## src/rtl/clz_normalizer.sv

```systemverilog
// clz_normalizer: multi-cycle leading-bit counter / normalizer.
// Binary search over shift widths 16,8,4,2,1 (one per cycle), then a final
// single-bit fix-up. Result registers update only on the FIX edge.
module clz_normalizer (
  input  logic        clk,
  input  logic        reset,
  input  logic        start,
  input  logic [31:0] a,
  input  logic [1:0]  op,
  output logic        busy,
  output logic        done,
  output logic [5:0]  count,
  output logic [31:0] r,
  output logic        zero,
  output logic        negative
);

  typedef enum logic [1:0] {S_IDLE, S_SEARCH, S_FIX, S_DONE} state_t;

  state_t      state_q, state_d;
  logic [2:0]  step_q, step_d;
  logic [31:0] w_q, w_d;
  logic [5:0]  c_q, c_d;
  logic        tgt_q, tgt_d;
  logic [5:0]  count_q, count_d;
  logic [31:0] r_q, r_d;
  logic        zero_q, zero_d;
  logic        neg_q, neg_d;

  // Search-step helpers: current width, its top-bit mask, and the match test.
  logic [4:0]  sw;
  logic [31:0] top_mask;
  logic        top_match;
  logic [31:0] w_fix;
  logic [5:0]  c_fix;

  // Width schedule and the "top w bits all equal target" test.
  always_comb begin
    sw = 5'd1;
    case (step_q)
      3'd0:    sw = 5'd16;
      3'd1:    sw = 5'd8;
      3'd2:    sw = 5'd4;
      3'd3:    sw = 5'd2;
      default: sw = 5'd1;
    endcase
    top_mask  = ~(32'hFFFF_FFFF >> sw);
    top_match = (((w_q ^ {32{tgt_q}}) & top_mask) == 32'd0);
    // Final single-bit step: covers the 32nd matching bit (all-match operands).
    w_fix = w_q;
    c_fix = c_q;
    if (w_q[31] == tgt_q) begin
      w_fix = w_q << 1;
      c_fix = c_q + 6'd1;
    end
  end

  // Next-state and datapath updates.
  always_comb begin
    state_d = state_q;
    step_d  = step_q;
    w_d     = w_q;
    c_d     = c_q;
    tgt_d   = tgt_q;
    count_d = count_q;
    r_d     = r_q;
    zero_d  = zero_q;
    neg_d   = neg_q;
    case (state_q)
      S_IDLE, S_DONE: begin
        if (start) begin
          w_d     = a;
          c_d     = 6'd0;
          step_d  = 3'd0;
          // op 11 is reserved and falls through to CLZ (target 0).
          tgt_d   = (op == 2'b01) ? 1'b1 : (op == 2'b10) ? a[31] : 1'b0;
          state_d = S_SEARCH;
        end else begin
          state_d = S_IDLE;
        end
      end
      S_SEARCH: begin
        if (top_match) begin
          w_d = w_q << sw;
          c_d = c_q + {1'b0, sw};
        end
        if (step_q == 3'd4) state_d = S_FIX;
        else                step_d  = step_q + 3'd1;
      end
      S_FIX: begin
        w_d     = w_fix;
        c_d     = c_fix;
        count_d = c_fix;
        r_d     = w_fix;
        zero_d  = (w_fix == 32'd0);
        neg_d   = w_fix[31];
        state_d = S_DONE;
      end
      default: state_d = S_IDLE;
    endcase
  end

  // State and result registers; reset wins over start and aborts a search.
  always_ff @(posedge clk) begin
    if (reset) begin
      state_q <= S_IDLE;
      step_q  <= 3'd0;
      w_q     <= 32'd0;
      c_q     <= 6'd0;
      tgt_q   <= 1'b0;
      count_q <= 6'd0;
      r_q     <= 32'd0;
      zero_q  <= 1'b1;
      neg_q   <= 1'b0;
    end else begin
      state_q <= state_d;
      step_q  <= step_d;
      w_q     <= w_d;
      c_q     <= c_d;
      tgt_q   <= tgt_d;
      count_q <= count_d;
      r_q     <= r_d;
      zero_q  <= zero_d;
      neg_q   <= neg_d;
    end
  end

  assign busy     = (state_q == S_SEARCH) || (state_q == S_FIX);
  assign done     = (state_q == S_DONE);
  assign count    = count_q;
  assign r        = r_q;
  assign zero     = zero_q;
  assign negative = neg_q;

endmodule

```

## config.mk

```make
export PLATFORM = sky130hd
export DESIGN_NAME = clz_normalizer
export DESIGN_NICKNAME = d
export VERILOG_FILES = /design/src/rtl/clz_normalizer.sv
export SDC_FILE = /design/constraint.sdc
export NUM_CORES = 1
export LEC_CHECK = 0
export CAP_MARGIN = 20
export CORE_MARGIN = 1
export CORE_UTILIZATION = 33
export CTS_BUF_LIST = sky130_fd_sc_hd__clkbuf_8
export DETAILED_ROUTE_END_ITERATION = 12
export DONT_BUFFER_PORTS = 1
export SETUP_SLACK_MARGIN = 0.1
export SLEW_MARGIN = 15
export SYNTH_ARGS = -nofsm -noshare
export SYNTH_HDL_FRONTEND = slang
export SYNTH_SLANG_ARGS = --single-unit
```

## constraint.sdc

```tcl
create_clock -name clk -period 6.1 [get_ports clk]
set_input_delay 1.525 -clock clk [delete_from_list [all_inputs] [get_ports clk]]
set_output_delay 1.525 -clock clk [all_outputs]
set_load 0.05 [all_outputs]
```

==> metrics.txt <==
# TYPE chip_impl_metric gauge
chip_impl_info{name="status",value="complete, no violations"} 1
chip_impl_metric{name="clock-sinks",unit=""} 83
chip_impl_metric{name="core",unit="sq um"} 19500
chip_impl_metric{name="floorplan.die_area",unit="sq um"} 20400
chip_impl_info{name="timing.critical_path.max_delay_family",value="compound AO/OA/AOI/OAI gates"} 1
chip_impl_metric{name="post-route-drc-count",unit=""} 0
chip_impl_metric{name="via_per_inst",unit=""} 6.36
chip_impl_metric{name="via_count",unit=""} 7226
chip_impl_metric{name="total_leakage_power",unit="nW"} 2.36
chip_impl_metric{name="grt_first_pass_wirelength",unit="um"} 40000
chip_impl_metric{name="cpPeakStageDelay",unit="ps"} 690
chip_impl_info{name="worst_path_max_delay_cell",value="nand2b_1"} 1
chip_impl_metric{name="timing_hold_violations_final",unit=""} 0
chip_impl_metric{name="setup_slack",unit="ps"} 1880
chip_impl_metric{name="cts.clk_slew.worst_paths",unit="ps"} 90
chip_impl_metric{name="ctsResizeCount",unit=""} 0
chip_impl_metric{name="fin_worst_skew",unit="ps"} 13.3
chip_impl_metric{name="min_period",unit="ps"} 4220
chip_impl_metric{name="crit_fanout",unit=""} 30
chip_impl_info{name="mostFrequentLayoutCells",value="nor2_1, nand2_1, dfxtp_1"} 1
chip_impl_metric{name="ys_types",unit=""} 71
chip_impl_metric{name="detail_route.wl_per_cell",unit="um"} 23.6
chip_impl_metric{name="detail_route.iter0.violations",unit=""} 1142
chip_impl_metric{name="synth_edf_count",unit=""} 0
chip_impl_metric{name="clock_insertion_delay_worst_skew",unit="ps"} 390
chip_impl_metric{name="floorplan.rows",unit=""} 51
chip_impl_metric{name="die_x_extent",unit="um"} 143
chip_impl_metric{name="synth_cells",unit=""} 930
chip_impl_metric{name="critical_path_required",unit="ps"} 6390
chip_impl_metric{name="synth_seq_area_share",unit=""} 0.253
chip_impl_info{name="tritoncts_clock_tree",value="done"} 1
chip_impl_metric{name="finalSetupViolCount",unit=""} 0
chip_impl_metric{name="async_reset_ff_frac",unit=""} 0
chip_impl_metric{name="drv_cap",unit=""} 0
chip_impl_metric{name="slew-limit-headroom",unit=""} 0.341
chip_impl_metric{name="wirelength",unit="um"} 26800
chip_impl_metric{name="tightestPinTransition",unit="ps"} 980
chip_impl_metric{name="htreeDepth",unit=""} 3
chip_impl_metric{name="cp.arrival",unit="ps"} 4500
chip_impl_metric{name="cts_made_buffers",unit=""} 9
chip_impl_info{name="mostFrequentLayoutCell",value="nor2_1"} 1
chip_impl_metric{name="hold_buffers",unit=""} 0
chip_impl_metric{name="maxSlewViolCount",unit=""} 0
chip_impl_metric{name="cts_post_setup_buffers_inserted",unit=""} 0
chip_impl_metric{name="initial_utilization",unit=""} 0.337
chip_impl_metric{name="crit_path_buffers_inverters",unit=""} 4
chip_impl_metric{name="placed_cell_area",unit="sq um"} 6710
chip_impl_metric{name="mappedNetlistArea",unit="sq um"} 6560
chip_impl_info{name="min_path_type",value="reg2reg"} 1
chip_impl_metric{name="synth-warning-count",unit=""} 0
chip_impl_info{name="ys_dominant_reg_cell",value="dfxtp_1"} 1
chip_impl_metric{name="dieHeight",unit="um"} 143
chip_impl_metric{name="irDropWorstVdd",unit="uV"} 662
chip_impl_metric{name="syn2layout_area_growth",unit="%"} 5.04
chip_impl_info{name="element_type_at_the_critical_path_start",value="register"} 1
chip_impl_metric{name="place_ws",unit="ps"} 1980
chip_impl_metric{name="grtUsageTotal",unit=""} 0.261
chip_impl_info{name="worstSetupEndpointType",value="register"} 1
chip_impl_metric{name="timing.fmax",unit="MHz"} 237
chip_impl_metric{name="layout.cell_area.non_filler",unit="sq um"} 6890
chip_impl_metric{name="final_net_count",unit=""} 917
chip_impl_info{name="library_cell_used_as_clock_root_buffer",value="clkbuf_8"} 1
chip_impl_metric{name="drive_gt1_frac",unit=""} 0.0643
chip_impl_metric{name="port_buffers",unit=""} 0
chip_impl_info{name="cp_cell_sequence",value="inv_1 > ha_1 > nand2b_1 > inv_1 > buf_4 > nor2_1 > o31ai_1 > a2111o_1 > a221oi_4 > buf_4 > o21ai_0 > o221a_2"} 1
chip_impl_metric{name="synthesis.area_per_instance",unit="sq um"} 7.05
chip_impl_metric{name="routabilityCongestion",unit=""} 1.05
chip_impl_metric{name="number_of_antenna_violations_at_the_first_check_in_global_routing",unit=""} 0
chip_impl_metric{name="post_synthesis_net_count",unit=""} 981
chip_impl_metric{name="cts.path.max_buffers",unit=""} 2
chip_impl_metric{name="boundaryPins",unit=""} 79
chip_impl_metric{name="final.setup.tns",unit="ps"} 0
chip_impl_metric{name="grt_remaining_overflow",unit=""} 0
chip_impl_info{name="rsz0062_at_grt",value="false"} 1
chip_impl_metric{name="dp.final_hpwl",unit="um"} 18600
chip_impl_metric{name="grt_pass1_vias",unit=""} 6405
chip_impl_info{name="criticalPathCategory",value="reg2reg"} 1
chip_impl_metric{name="pin_count_of_the_biggest_net_entering_global_routing",unit=""} 69
chip_impl_metric{name="n_antenna_cell",unit=""} 0
chip_impl_metric{name="first_pass_iters",unit=""} 9
chip_impl_metric{name="final_antenna_net_count",unit=""} 0
chip_impl_metric{name="areal_power_density_over_the_cells",unit="nW/um^2"} 545
chip_impl_metric{name="synth_seq_cells",unit=""} 83
chip_impl_metric{name="period_share",unit=""} 0.691
[cell type report]
cell class | count | area (sq um)
multi-input combinational | 715 | 4410
clock buffer | 9 | 124
fill | 2114 | 12600
sequential | 83 | 1660
clock inverter | 7 | 53.8
timing repair buffer | 23 | 185
inverter | 34 | 128
tap | 265 | 332
[synthesized netlist by cell type, drive strengths merged, types with 10 or more instances]
library cell | n | area share
o22ai | 10 | 0.0095
inv | 32 | 0.018
buf | 22 | 0.017
clkbuf | 76 | 0.044
nand2b | 15 | 0.014
nor2 | 109 | 0.062
a21oi | 77 | 0.059
o211ai | 15 | 0.018
o21ai | 61 | 0.047
and3 | 12 | 0.011
a31oi | 28 | 0.027
dfxtp | 83 | 0.25
nand2 | 103 | 0.059
o221ai | 13 | 0.017
ha | 13 | 0.025
nand3 | 25 | 0.019
a22oi | 10 | 0.012
nor3 | 16 | 0.012
mux2i | 25 | 0.038
a211oi | 33 | 0.039
a221oi | 15 | 0.023
o41ai | 12 | 0.017
[tightest hold or removal path: cells and delay by family (launching register included)]
kind	cells	cell delay [ps]
flops	1	360
compound gates	1	50
simple gates	1	70
[state kept, by name (all words and copies together), names as in the netlist]
signal   cells
tgt_q        1
w_q         32
zero         1
c_q          6
r           32
count        6
state_q      2
step_q       3
[through the flow]
stage          utilization  cells  hold slack, ps  power [W]
5_1_grt              0.354   1136             548    0.00398
4_1_cts              0.354   1136             521    0.00369
2_1_floorplan            -    930             471    0.00266
6_report             0.354   1136             510    0.00376
3_5_place_dp         0.345   1120             507    0.00331
3_3_place_gp         0.345   1120             486    0.00331
[per-layer routing]
layer  GRT usage  share of wire  vias to the layer above
met5           0              0                        -
met1       0.352           0.42                     3356
met3      0.0567           0.10                       83
met2       0.394           0.43                      471
met4       0.123          0.045                        0
li1            -              -                     3316
[report_power, final]
part	switching (W)	internal, W
clock network	0.000228	0.000150
logic	0.00141	0.000690
registers	0.000570	0.000711
total	0.00221	0.00155
[cells by family (layout without fill, tap and decap cells)]
logic type | Yosys count | after routing | share of synthesized area
fa+ha+maj | 17 | 17 | 0.0324
xor+xnor | 11 | 11 | 0.0147
mux | 30 | 30 | 0.0467
compound gates | 344 | 344 | 0.360
buf+inv | 132 | 73 | 0.0805
simple gates | 313 | 313 | 0.213
flops | 83 | 83 | 0.253
[path summary, 6_finish.rpt]
check	startpoint	end	slack, ps	cells after the start
setup / recovery	step_q[0]$_SDFFE_PP0P_	w_q[31]$_SDFFE_PP0P_	1880	12
hold / removal	step_q[0]$_SDFFE_PP0P_	step_q[0]$_SDFFE_PP0P_	510	2
setup reg to reg	step_q[0]$_SDFFE_PP0P_	w_q[31]$_SDFFE_PP0P_	1880	12
hold reg to reg	step_q[0]$_SDFFE_PP0P_	step_q[0]$_SDFFE_PP0P_	510	2
Note: power is estimated with default switching activity, not from simulation.
